$ cat config.mk
export PLATFORM = sky130hd
export DESIGN_NAME = sr_latch_ctrl
export DESIGN_NICKNAME = d
export VERILOG_FILES = /design/src/rtl/sr_latch_ctrl.sv
export SDC_FILE = /design/constraint.sdc
export NUM_CORES = 1
export LEC_CHECK = 0
export BUFFER_PORTS_ARGS = -buffer_cell sky130_fd_sc_hd__buf_2
export CORE_MARGIN = 5
export CORE_UTILIZATION = 60
export CTS_CLUSTER_SIZE = 12
export DETAILED_ROUTE_END_ITERATION = 16
export PLACE_DENSITY = 0.91
export SLEW_MARGIN = 20
export SYNTH_ARGS = -nofsm -noshare
export SYNTH_HDL_FRONTEND = slang
export SYNTH_SLANG_ARGS = --single-unit
$ cat constraint.sdc
create_clock -name clk -period 5.6 [get_ports clk]
set_input_delay 0.84 -clock clk [delete_from_list [all_inputs] [get_ports clk]]
set_output_delay 0.84 -clock clk [all_outputs]
set_load 0.005 [all_outputs]
$ cat src/rtl/sr_latch_ctrl.sv
// sr_latch_ctrl: shares one external NOR-type SR latch between two requesters.
// Drives fixed-width set/reset pulses (never both), waits for the latch to settle,
// reads it back through a 2-flop synchronizer, acks the requester and flags mismatches.
module sr_latch_ctrl #(
  parameter int unsigned PULSE_CYC = 2,  // 1..255
  parameter int unsigned RECOV_CYC = 2   // 2..255, covers synchronizer latency
) (
  input  logic clk,
  input  logic rst,
  input  logic req0,
  input  logic op0,
  output logic ack0,
  input  logic req1,
  input  logic op1,
  output logic ack1,
  input  logic q,
  output logic s,
  output logic r,
  output logic busy,
  output logic err
);

  localparam logic [7:0] PulseLoad = 8'(PULSE_CYC);
  localparam logic [7:0] RecovLoad = 8'(RECOV_CYC);

  typedef enum logic [1:0] {StIdle, StPulse, StRecov, StCheck} state_e;

  state_e     state_q, state_d;
  logic [7:0] cnt_q, cnt_d;
  logic       op_q, op_d;
  logic       gnt_q, gnt_d;    // granted requester of the current operation
  logic       last_q, last_d;  // round-robin pointer: last granted requester
  logic       err_q, err_d;
  logic       s_q, s_d;
  logic       r_q, r_d;
  logic       ack0_q, ack0_d;
  logic       ack1_q, ack1_d;
  logic       busy_q, busy_d;
  logic [1:0] sync_q;
  logic       q_sync;
  logic       grant_sel;

  assign q_sync = sync_q[1];

  // On contention pick the requester that was not served last; a lone request always wins.
  assign grant_sel = (req0 && req1) ? ~last_q : req1;

  // Two-flop synchronizer for the asynchronous latch feedback.
  always_ff @(posedge clk) begin
    if (rst) begin
      sync_q <= 2'b00;
    end else begin
      sync_q <= {sync_q[0], q};
    end
  end

  // Next-state logic plus next values of the registered outputs.
  always_comb begin
    state_d = state_q;
    cnt_d   = cnt_q;
    op_d    = op_q;
    gnt_d   = gnt_q;
    last_d  = last_q;
    err_d   = err_q;

    unique case (state_q)
      StIdle: begin
        if (req0 || req1) begin
          gnt_d   = grant_sel;
          last_d  = grant_sel;
          op_d    = grant_sel ? op1 : op0;
          cnt_d   = PulseLoad;
          state_d = StPulse;
        end
      end
      StPulse: begin
        if (cnt_q <= 8'd1) begin
          cnt_d   = RecovLoad;
          state_d = StRecov;
        end else begin
          cnt_d = cnt_q - 8'd1;
        end
      end
      StRecov: begin
        if (cnt_q <= 8'd1) begin
          state_d = StCheck;
        end else begin
          cnt_d = cnt_q - 8'd1;
        end
      end
      StCheck: begin
        if (q_sync != op_q) begin
          err_d = 1'b1;
        end
        state_d = StIdle;
      end
    endcase

    // Outputs are registered one cycle behind the state that produces them.
    s_d    = (state_q == StPulse) && op_q;
    r_d    = (state_q == StPulse) && !op_q;
    ack0_d = (state_q == StCheck) && !gnt_q;
    ack1_d = (state_q == StCheck) && gnt_q;
    busy_d = (state_q != StIdle);
  end

  // State and output registers; reset aborts any operation without an ack.
  always_ff @(posedge clk) begin
    if (rst) begin
      state_q <= StIdle;
      cnt_q   <= 8'd0;
      op_q    <= 1'b0;
      gnt_q   <= 1'b0;
      last_q  <= 1'b1;
      err_q   <= 1'b0;
      s_q     <= 1'b0;
      r_q     <= 1'b0;
      ack0_q  <= 1'b0;
      ack1_q  <= 1'b0;
      busy_q  <= 1'b0;
    end else begin
      state_q <= state_d;
      cnt_q   <= cnt_d;
      op_q    <= op_d;
      gnt_q   <= gnt_d;
      last_q  <= last_d;
      err_q   <= err_d;
      s_q     <= s_d;
      r_q     <= r_d;
      ack0_q  <= ack0_d;
      ack1_q  <= ack1_d;
      busy_q  <= busy_d;
    end
  end

  assign s    = s_q;
  assign r    = r_q;
  assign ack0 = ack0_q;
  assign ack1 = ack1_q;
  assign busy = busy_q;
  assign err  = err_q;

endmodule

==> results of run 1 <==
through the flow:
stage | setup slack (ps) | area [um^2]
2_1_floorplan | 3670 | 1080
4_1_cts | 3510 | 1180
3_5_place_dp | 3440 | 1150
5_1_grt | 3380 | 1180
3_3_place_gp | 3490 | 1150
6_report | 3470 | 1180
metal layers:
layer | vias to the layer above | track usage [%] | part of all wire [%]
li1 | 472 | - | -
met1 | 462 | 21.7 | 45
met2 | 25 | 33.9 | 50
met3 | 4 | 5.13 | 4.1
met4 | 0 | 5.53 | 1.5
met5 | - | 0 | 0
synthesized netlist by cell type (all sizes together):
library cell	number	share of area (%)
nor4	1	0.58
or3b	2	1.6
or4b	1	0.93
o211ai	2	1.4
or3	3	2.0
o221ai	2	1.6
a32oi	1	0.81
nand4	1	0.58
clkbuf	1	0.35
a221o	1	0.93
o2bb2ai	1	0.81
o31ai	3	2.1
a221oi	1	0.81
ha	6	7.0
nor2b	2	1.2
a31oi	1	0.58
buf	1	1.0
inv	9	3.1
or2	2	1.2
a21oi	9	4.2
nor3b	2	1.9
nor4b	2	3.0
xor2	1	0.81
nand2b	1	0.58
nand3	4	1.9
nand3b	2	1.4
and3	4	2.3
o311a	1	1.0
a311oi	1	0.81
nand2	7	2.4
dfxtp	21	39
nor2	8	2.8
o21ai	7	3.3
o32a	1	2.1
nor3	3	1.4
or4	3	2.4
logic make-up after synthesis:
logic type | Yosys count | share of synthesized area, %
flops | 21 | 39.1
buf+inv | 11 | 4.53
xor+xnor | 1 | 0.814
compound gates | 31 | 20.5
simple gates | 48 | 28.1
fa+ha+maj | 6 | 6.98
area by class of cell:
class	instances	share of cell area [%]
clock buffers	3	1.91
clock inverters	1	0.424
inverters	9	2.86
multi-input cells	86	51.4
flip-flops and latches	21	35.6
well taps	25	2.65
repair buffers	12	5.09
worst paths after layout:
check	start	to	cells after the start
hold reg to reg	sync_q[0]	sync_q[1]	1
setup / recovery	state_q[0]	cnt_q[4]	6
hold / removal	sync_q[0]	sync_q[1]	1
setup reg to reg	state_q[0]	cnt_q[4]	6
power breakdown:
| group | internal [mW] | total (mW) | switching, mW |
|---|---|---|---|
| clock | 0.0266 | 0.0729 | 0.0462 |
| combinational | 0.158 | 0.356 | 0.198 |
| sequential | 0.186 | 0.221 | 0.0355 |
cells in the final DEF (no fill, tap or decap), drive strengths merged, types with 4 or more instances in the layout:
cell type  synthesis  routed
dfxtp             21      21
buf                1      12
inv                9       9
a21oi              9       9
nor2               8       8
nand2              7       7
o21ai              7       7
ha                 6       6
nand3              4       4
and3               4       4
==> impl_metrics.xml, run 1 <==
<?xml version="1.0" encoding="UTF-8"?>
<metrics>
  <group name="drt">
    <metric name="num_vias" unit="">963</metric>
    <metric name="postRouteWirelength" unit="mm">2.27</metric>
    <metric name="post_drt_wl_per_cell" unit="um">14.4</metric>
    <metric name="detailedRoute.firstIterationViolations" unit="">18</metric>
    <metric name="final_ant_viol_nets" unit="">0</metric>
    <metric name="vias_per_cell" unit="">6.13</metric>
    <metric name="drc" unit="">0</metric>
    <metric name="dr.pass1.iters" unit="">5</metric>
  </group>
  <group name="synthesis">
    <metric name="ys_ff_latch" unit="">21</metric>
    <metric name="synth_cells" unit="">118</metric>
    <metric name="syn-cell-area" unit="mm^2">0.00108</metric>
    <metric name="yosys.cell_types.count" unit="">42</metric>
    <metric name="synth_sequential_area_ratio" unit="%">39.1</metric>
    <metric name="net_count_of_the_mapped_netlist" unit="">131</metric>
    <metric name="syn_avg_cell_area" unit="um^2">9.12</metric>
    <metric name="synth.yosys.warnings" unit="">0</metric>
  </group>
  <group name="power">
    <metric name="power.ir.vdd_worst" unit="mV">0.299</metric>
    <metric name="total_power" unit="mW">0.650</metric>
    <metric name="cellPowerDensity" unit="mW/mm^2">551</metric>
    <metric name="leakage" unit="nW">0.511</metric>
  </group>
  <group name="clock_network">
    <metric name="cts.path.max_buffers" unit="">2</metric>
    <metric name="worstSkewPairLatency" unit="ps">300</metric>
    <metric name="htree_num_levels" unit="">1</metric>
    <metric name="buffer_cell_driving_the_clock_tree_root" unit="">clkbuf_4</metric>
    <metric name="post_cts_hold_buffer_count" unit="">0</metric>
    <metric name="cts_tree" unit="">yes</metric>
    <metric name="path_clk_slew" unit="ps">120</metric>
    <metric name="post-cts-setup-buffers" unit="">0</metric>
    <metric name="ctsResizeCount" unit="">0</metric>
    <metric name="cts_buffers" unit="">3</metric>
    <metric name="cts.sinks" unit="">21</metric>
  </group>
  <group name="final_layout">
    <metric name="area_growth_syn_to_layout" unit="%">9.65</metric>
    <metric name="utilization" unit="%">69.1</metric>
    <metric name="post_layout_nonfiller_instances" unit="">157</metric>
    <metric name="reg_top3" unit="">cnt_q: 8 flops, state_q: 2 flops, sync_q: 2 flops</metric>
    <metric name="n_antenna_cell" unit="">0</metric>
    <metric name="finish.net_count" unit="">146</metric>
    <metric name="drive_above_1_share" unit="%">19.7</metric>
    <metric name="largest_reg_flops" unit="">8</metric>
    <metric name="ff_latch_area" unit="um^2">420</metric>
    <metric name="filler_cell_count" unit="">139</metric>
    <metric name="largest-register" unit="">cnt_q</metric>
    <metric name="multi_input_comb_area" unit="um^2">607</metric>
  </group>
  <group name="setup_path">
    <metric name="flop_to_flop_setup_slack" unit="ps">3470</metric>
    <metric name="critical_path_cell_sequence" unit="">inv_1 -&gt; ha_1 -&gt; nor3b_2 -&gt; or2_2 -&gt; or4_1 -&gt; a21oi_1</metric>
    <metric name="cpLargestDelayFamily" unit="">simple AND/OR/NAND/NOR gates</metric>
    <metric name="timing.setup.critical_path_class" unit="">register to register</metric>
    <metric name="critPathCaptureType" unit="">register</metric>
    <metric name="worstPathRequired" unit="ps">5840</metric>
    <metric name="crit_path_max_incr_delay" unit="ps">520</metric>
    <metric name="cp_slowest_cell" unit="">or4_1</metric>
    <metric name="path_buf_inv" unit="">1</metric>
    <metric name="max_fo_critical_path" unit="">9</metric>
    <metric name="worstPathArrival" unit="ps">2370</metric>
    <metric name="worstSetupStartpointType" unit="">register</metric>
  </group>
  <group name="run">
    <metric name="max_cap_violations" unit="">0</metric>
  </group>
  <group name="min_path">
    <metric name="worst_hold_path_type" unit="">register to register</metric>
  </group>
  <group name="timing">
    <metric name="hold_viol_final" unit="">0</metric>
    <metric name="setup_viol_count_final" unit="">0</metric>
    <metric name="fin_setup_tns" unit="ps">0</metric>
    <metric name="fin_crit" unit="ps">2130</metric>
    <metric name="worst_tran_pin_value" unit="ps">599</metric>
    <metric name="slew_viol_final" unit="">0</metric>
    <metric name="rsz0062_at_grt" unit="">no</metric>
    <metric name="clock.fmax" unit="MHz">470</metric>
    <metric name="fin_worst_skew" unit="ps">1.90</metric>
    <metric name="timing.slew.headroom" unit="%">59.5</metric>
    <metric name="final_cycle_share" unit="%">38.0</metric>
    <metric name="holdWs" unit="ps">458</metric>
  </group>
  <group name="floorplanning">
    <metric name="die_width" unit="um">52.4</metric>
    <metric name="die-height" unit="um">52.4</metric>
    <metric name="core.rowCount" unit="">15</metric>
    <metric name="floorplan.initialDensity" unit="%">63.0</metric>
    <metric name="floorplan.core_area" unit="mm^2">0.00171</metric>
    <metric name="floorplan.die_area" unit="mm^2">0.00274</metric>
    <metric name="top_level_ports" unit="">13</metric>
  </group>
  <group name="grt">
    <metric name="grt_max_degree" unit="">13</metric>
    <metric name="globalRoute.totalOverflow" unit="">0</metric>
    <metric name="grt_first_pass_wirelength" unit="mm">3.81</metric>
    <metric name="grt.total_usage" unit="%">19.0</metric>
    <metric name="first_global_vias" unit="">867</metric>
    <metric name="number_of_antenna_violations_at_the_first_check_in_global_routing" unit="">0</metric>
  </group>
  <group name="place">
    <metric name="placedCellCount" unit="">153</metric>
    <metric name="dp_hpwl" unit="mm">1.69</metric>
    <metric name="io_buffer_count" unit="">12</metric>
    <metric name="global_placer_s_final_weighted_congestion" unit="">0.797</metric>
  </group>
  <group name="status">
    <metric name="status" unit="">completed</metric>
  </group>
</metrics>
Power figures use the tool's default switching activity.
==> inputs of run 2 (changes only) <==
- CORE_UTILIZATION: 60 -> 50
- PLACE_DENSITY: 0.91 -> 0.82
- clock period: 5.6 -> 1.9 ns (I/O delays scaled with it)
==> impl_metrics.xml, run 2 (same netlist as run 1, synthesis figures left out) <==
<?xml version="1.0" encoding="UTF-8"?>
<metrics>
  <group name="timing">
    <metric name="clock.fmax" unit="MHz">521</metric>
    <metric name="worst_tran_pin_value" unit="ps">476</metric>
    <metric name="hold_viol_final" unit="">0</metric>
    <metric name="fin_crit" unit="ps">1920</metric>
    <metric name="rsz0062_at_grt" unit="">yes</metric>
    <metric name="fin_ws" unit="ps">-18.6</metric>
    <metric name="slew_viol_final" unit="">0</metric>
    <metric name="final_cycle_share" unit="%">101</metric>
    <metric name="fin_worst_skew" unit="ps">4.15</metric>
    <metric name="fin_setup_tns" unit="ps">-20.3</metric>
    <metric name="holdWs" unit="ps">165</metric>
    <metric name="timing.slew.headroom" unit="%">68.0</metric>
    <metric name="setup_viol_count_final" unit="">2</metric>
  </group>
  <group name="clock_network">
    <metric name="cts.path.max_buffers" unit="">2</metric>
    <metric name="buffer_cell_driving_the_clock_tree_root" unit="">clkbuf_4</metric>
    <metric name="cts.sinks" unit="">21</metric>
    <metric name="path_clk_slew" unit="ps">120</metric>
    <metric name="cts_buffers" unit="">3</metric>
    <metric name="cts_tree" unit="">yes</metric>
    <metric name="worstSkewPairLatency" unit="ps">320</metric>
    <metric name="htree_num_levels" unit="">1</metric>
    <metric name="post_cts_hold_buffer_count" unit="">0</metric>
  </group>
  <group name="grt">
    <metric name="first_global_vias" unit="">953</metric>
    <metric name="grt_first_pass_wirelength" unit="mm">4.28</metric>
    <metric name="grt.total_usage" unit="%">17.0</metric>
    <metric name="number_of_antenna_violations_at_the_first_check_in_global_routing" unit="">0</metric>
    <metric name="grt_max_degree" unit="">14</metric>
    <metric name="globalRoute.totalOverflow" unit="">0</metric>
  </group>
  <group name="min_path">
    <metric name="min_path_cells" unit="">2</metric>
    <metric name="hold_path_end" unit="">sync_q[0]</metric>
    <metric name="holdCritStartpoint" unit="">q</metric>
    <metric name="worst_hold_path_type" unit="">input pin to register</metric>
  </group>
  <group name="floorplanning">
    <metric name="core.rowCount" unit="">16</metric>
    <metric name="top_level_ports" unit="">13</metric>
    <metric name="floorplan.core_area" unit="mm^2">0.00200</metric>
    <metric name="floorplan.initialDensity" unit="%">53.8</metric>
    <metric name="die-height" unit="um">56.4</metric>
    <metric name="floorplan.die_area" unit="mm^2">0.00318</metric>
    <metric name="die_width" unit="um">56.4</metric>
  </group>
  <group name="setup_path">
    <metric name="timing.setup.critical_path_class" unit="">register to register</metric>
    <metric name="worst_r2r_endpoint" unit="">cnt_q[0]</metric>
    <metric name="max_fo_critical_path" unit="">5</metric>
    <metric name="crit_path_max_incr_delay" unit="ps">580</metric>
    <metric name="cp_slowest_cell" unit="">or4_4</metric>
    <metric name="critPathCaptureType" unit="">register</metric>
    <metric name="worstSetupStartpointType" unit="">register</metric>
    <metric name="worstPathRequired" unit="ps">2160</metric>
    <metric name="r2r_start" unit="">cnt_q[3]</metric>
    <metric name="critical_path_cell_sequence" unit="">or4_4 -&gt; or3_4 -&gt; a221o_1 -&gt; a21oi_1</metric>
    <metric name="worstPathArrival" unit="ps">2180</metric>
    <metric name="flop_to_flop_setup_slack" unit="ps">-20</metric>
    <metric name="r2r_cells" unit="">4</metric>
  </group>
  <group name="drt">
    <metric name="drc" unit="">0</metric>
    <metric name="post_drt_wl_per_cell" unit="um">15.1</metric>
    <metric name="final_ant_viol_nets" unit="">0</metric>
    <metric name="num_vias" unit="">1011</metric>
    <metric name="dr.pass1.iters" unit="">4</metric>
    <metric name="vias_per_cell" unit="">5.91</metric>
    <metric name="postRouteWirelength" unit="mm">2.59</metric>
    <metric name="detailedRoute.firstIterationViolations" unit="">43</metric>
  </group>
  <group name="power">
    <metric name="power.share.clock" unit="%">10.3</metric>
    <metric name="internal_power" unit="mW">1.28</metric>
    <metric name="cellPowerDensity" unit="mW/mm^2">1690</metric>
    <metric name="power.combinational.fraction" unit="%">61.5</metric>
    <metric name="leakage" unit="nW">0.571</metric>
    <metric name="sequential_group_share_of_total_power" unit="%">28.2</metric>
    <metric name="swShare" unit="%">42.0</metric>
    <metric name="total_switching_power" unit="mW">0.927</metric>
    <metric name="power.ir.vdd_worst" unit="mV">0.866</metric>
  </group>
  <group name="final_layout">
    <metric name="commonest_non_fill_non_tap_cells_in_the_layout" unit="">dfxtp_1 (19), buf_2 (12), buf_4 (12)</metric>
    <metric name="area_growth_syn_to_layout" unit="%">21.4</metric>
    <metric name="final_common_cell" unit="">dfxtp_1</metric>
    <metric name="drive_above_1_share" unit="%">31.3</metric>
    <metric name="largest_reg_flops" unit="">8</metric>
    <metric name="finish.net_count" unit="">158</metric>
    <metric name="reg_top3" unit="">cnt_q: 8 flops, state_q: 2 flops, sync_q: 2 flops</metric>
    <metric name="post_layout_nonfiller_instances" unit="">171</metric>
    <metric name="n_antenna_cell" unit="">0</metric>
    <metric name="largest-register" unit="">cnt_q</metric>
  </group>
  <group name="status">
    <metric name="status" unit="">complete, but fails checks</metric>
    <metric name="failed_checks" unit="">setup timing</metric>
  </group>
  <group name="run">
    <metric name="max_cap_violations" unit="">0</metric>
  </group>
  <group name="place">
    <metric name="global_placer_s_final_weighted_congestion" unit="">0.890</metric>
    <metric name="io_buffer_count" unit="">12</metric>
    <metric name="dp_hpwl" unit="mm">1.94</metric>
    <metric name="placedCellCount" unit="">165</metric>
  </group>
</metrics>
run 2: cell types whose count changed in the layout (fill, tap and decap cells not counted), sizes merged:
cell,change
clkinvlp,+1
buf,+12
clkinv,-1
run 2: final cells by class:
type                            count  area [um^2]
Clock inverter                      1         7.51
Fill cell                         165          696
Tap cell                           27         33.8
Clock buffer                        3         22.5
Inverter                            9         33.8
Sequential cell                    21          425
Multi-Input combinational cell     86          633
Timing Repair Buffer               24          150
run 2: timing repair:
| action | in CTS | in global routing |
|---|---|---|
| resized for setup | 3 | 8 |
| endpoints found under the setup margin | 5 | 10 |
| setup buffers | 1 | 1 |
| pin swaps | 2 | 4 |
run 2: worst max-delay path, delay by kind of cell (launching register included):
| kind | cells | cell delay [ps] |
|---|---|---|
| DFF | 1 | 330 |
| AOI/OAI and AO/OA | 2 | 550 |
| and+or+nand+nor | 2 | 980 |
run 2: power by group through the flow:
| stage | clock (mW) | sequential (mW) | combinational [mW] |
|---|---|---|---|
| 3_3_place_gp | 0 | 0.615 | 1.14 |
| 4_1_cts | 0.231 | 0.616 | 1.24 |
| 3_5_place_dp | 0 | 0.622 | 1.20 |
| 5_1_grt | 0.247 | 0.634 | 1.47 |
| 6_report | 0.227 | 0.623 | 1.36 |
| 2_1_floorplan | 0 | 0.630 | 0.835 |
run 2: stage by stage:
step                cell area, um^2  utilization (%)  power (mW)  setup slack (ps)
finish                         1310             65.3        2.21             -18.6
global route                   1310             65.3        2.35             -55.8
CTS                            1270             63.6        2.09              7.06
detailed placement             1230             61.4        1.82             -44.7
global placement               1230             61.4        1.76              41.3
floorplan                      1080                -        1.47             0.979
run 2: worst max path at each step:
| stage | startpoint | endpoint | slack, ps | cells after the start |
|---|---|---|---|---|
| global route | cnt_q[3] | cnt_q[0] | -60 | 4 |
| finish | cnt_q[3] | cnt_q[0] | -20 | 4 |
| floorplan | state_q[0] | cnt_q[2] | 1 | 6 |
| global placement | cnt_q[2] | state_q[1] | 40 | 4 |
| detailed placement | cnt_q[2] | state_q[1] | -40 | 4 |
| CTS | cnt_q[2] | cnt_q[0] | 7 | 4 |
run 2: routing by layer:
| layer | routed length, um | part of all wire, % | track usage [%] |
|---|---|---|---|
| met1 | 1080 | 42 | 19.6 |
| met3 | 148 | 5.7 | 1.83 |
| met4 | 54 | 2.1 | 8.14 |
| met5 | 0 | 0 | 0 |
| met2 | 1310 | 50 | 30.9 |
==> inputs of run 3 (changes only) <==
- CORE_UTILIZATION: 50 -> 30
- PLACE_DENSITY: 0.82 -> 0.57
- SKIP_CTS_REPAIR_TIMING: default -> 1
==> impl_metrics.xml, run 3 (same netlist as run 1, synthesis figures left out) <==
<?xml version="1.0" encoding="UTF-8"?>
<metrics>
  <group name="clock_network">
    <metric name="buffer_cell_driving_the_clock_tree_root" unit="">clkbuf_4</metric>
    <metric name="path_clk_slew" unit="ps">120</metric>
    <metric name="cts.sinks" unit="">21</metric>
    <metric name="cts_tree" unit="">yes</metric>
    <metric name="cts_buffers" unit="">3</metric>
    <metric name="worstSkewPairLatency" unit="ps">310</metric>
    <metric name="htree_num_levels" unit="">1</metric>
    <metric name="cts.path.max_buffers" unit="">2</metric>
  </group>
  <group name="setup_path">
    <metric name="worstSetupStartpointType" unit="">register</metric>
    <metric name="r2r_start" unit="">cnt_q[2]</metric>
    <metric name="worstPathRequired" unit="ps">2150</metric>
    <metric name="timing.setup.critical_path_class" unit="">register to register</metric>
    <metric name="max_fo_critical_path" unit="">5</metric>
    <metric name="worst_r2r_endpoint" unit="">cnt_q[2]</metric>
    <metric name="critPathCaptureType" unit="">register</metric>
    <metric name="worstPathArrival" unit="ps">2150</metric>
    <metric name="r2r_cells" unit="">4</metric>
    <metric name="flop_to_flop_setup_slack" unit="ps">-6</metric>
  </group>
  <group name="drt">
    <metric name="num_vias" unit="">990</metric>
    <metric name="final_ant_viol_nets" unit="">0</metric>
    <metric name="drc" unit="">0</metric>
    <metric name="post_drt_wl_per_cell" unit="um">13.0</metric>
    <metric name="detailedRoute.firstIterationViolations" unit="">58</metric>
    <metric name="vias_per_cell" unit="">5.18</metric>
    <metric name="dr.pass1.iters" unit="">4</metric>
    <metric name="postRouteWirelength" unit="mm">2.47</metric>
  </group>
  <group name="timing">
    <metric name="setup_viol_count_final" unit="">1</metric>
    <metric name="timing.slew.headroom" unit="%">70.8</metric>
    <metric name="fin_crit" unit="ps">1910</metric>
    <metric name="worst_tran_pin_value" unit="ps">434</metric>
    <metric name="rsz0062_at_grt" unit="">yes</metric>
    <metric name="slew_viol_final" unit="">0</metric>
    <metric name="final_cycle_share" unit="%">100</metric>
    <metric name="holdWs" unit="ps">173</metric>
    <metric name="clock.fmax" unit="MHz">525</metric>
    <metric name="fin_setup_tns" unit="ps">-6.16</metric>
    <metric name="fin_ws" unit="ps">-6.16</metric>
    <metric name="fin_worst_skew" unit="ps">0.857</metric>
    <metric name="hold_viol_final" unit="">0</metric>
  </group>
  <group name="min_path">
    <metric name="min_path_cells" unit="">2</metric>
    <metric name="hold_path_end" unit="">sync_q[0]</metric>
    <metric name="worst_hold_path_type" unit="">input pin to register</metric>
    <metric name="holdCritStartpoint" unit="">q</metric>
  </group>
  <group name="run">
    <metric name="max_cap_violations" unit="">0</metric>
  </group>
  <group name="floorplanning">
    <metric name="core.rowCount" unit="">21</metric>
    <metric name="floorplan.core_area" unit="mm^2">0.00342</metric>
    <metric name="die-height" unit="um">69.9</metric>
    <metric name="floorplan.initialDensity" unit="%">31.5</metric>
    <metric name="die_width" unit="um">69.9</metric>
    <metric name="top_level_ports" unit="">13</metric>
    <metric name="floorplan.die_area" unit="mm^2">0.00488</metric>
  </group>
  <group name="power">
    <metric name="power.ir.vdd_worst" unit="mV">0.685</metric>
    <metric name="leakage" unit="nW">0.578</metric>
    <metric name="cellPowerDensity" unit="mW/mm^2">1610</metric>
  </group>
  <group name="final_layout">
    <metric name="largest_reg_flops" unit="">8</metric>
    <metric name="commonest_non_fill_non_tap_cells_in_the_layout" unit="">dfxtp_1 (20), buf_4 (13), buf_2 (12)</metric>
    <metric name="finish.net_count" unit="">159</metric>
    <metric name="reg_top3" unit="">cnt_q: 8 flops, state_q: 2 flops, sync_q: 2 flops</metric>
    <metric name="utilization" unit="%">38.5</metric>
    <metric name="final_common_cell" unit="">dfxtp_1</metric>
    <metric name="n_antenna_cell" unit="">0</metric>
    <metric name="drive_above_1_share" unit="%">29.7</metric>
    <metric name="post_layout_nonfiller_instances" unit="">191</metric>
    <metric name="area_growth_syn_to_layout" unit="%">22.2</metric>
    <metric name="largest-register" unit="">cnt_q</metric>
  </group>
  <group name="grt">
    <metric name="grt_max_degree" unit="">13</metric>
    <metric name="grt.total_usage" unit="%">10.5</metric>
    <metric name="grt_first_pass_wirelength" unit="mm">4.19</metric>
    <metric name="first_global_vias" unit="">941</metric>
    <metric name="globalRoute.totalOverflow" unit="">0</metric>
    <metric name="number_of_antenna_violations_at_the_first_check_in_global_routing" unit="">0</metric>
  </group>
  <group name="place">
    <metric name="dp_hpwl" unit="mm">1.88</metric>
    <metric name="placedCellCount" unit="">186</metric>
    <metric name="io_buffer_count" unit="">12</metric>
    <metric name="global_placer_s_final_weighted_congestion" unit="">0.828</metric>
  </group>
  <group name="status">
    <metric name="failed_checks" unit="">setup timing</metric>
    <metric name="status" unit="">complete, but fails checks</metric>
  </group>
</metrics>
run 3: area by class of cell:
cell class              instances  area (um^2)
clock inverters                 1         5.00
flip-flops and latches         21          422
well taps                      46         57.6
repair buffers                 25          158
clock buffers                   3         22.5
multi-input cells              86          617
inverters                       9         33.8
fillers                       369         2100
run 3: layer usage:
metal  wire length, um  share of wire, %  global-route usage, %
met1              1130                46                   12.7
met2              1150                47                   17.5
met3               166               6.7                   3.59
met4                21              0.85                   2.98
met5                 0                 0                      0
run 3: worst max-delay path by stage:
stage | from | end | slack (ps) | cells past startpoint
final | cnt_q[2] | cnt_q[2] | -6 | 4
after global routing | state_q[0] | cnt_q[2] | -60 | 6
after CTS | state_q[0] | cnt_q[2] | -40 | 6
after detailed placement | state_q[0] | cnt_q[2] | 10 | 6
after global placement | cnt_q[1] | cnt_q[4] | 40 | 6
after floorplan | state_q[0] | cnt_q[2] | 1 | 6
run 3: power breakdown:
group	internal, mW	leakage (nW)	switching, mW
clock network	0.0787	0.0177	0.147
registers	0.549	0.172	0.0586
logic	0.631	0.388	0.660
total	1.26	0.578	0.865
run 3: critical path, cell delays in order, from the launching register on:
cell and delay (ps):
dfxtp_1 330, or4_4 580, or3_4 410, a221o_1 370, a21oi_1 150
run 3: per-stage QoR:
step           setup slack (ps)  power, mW  cell area [um^2]
6_report                  -6.16       2.12              1320
2_1_floorplan             0.979       1.47              1080
3_3_place_gp               39.9       1.82              1270
5_1_grt                   -64.8       2.32              1320
4_1_cts                   -40.0       2.07              1300
3_5_place_dp               15.0       1.84              1270
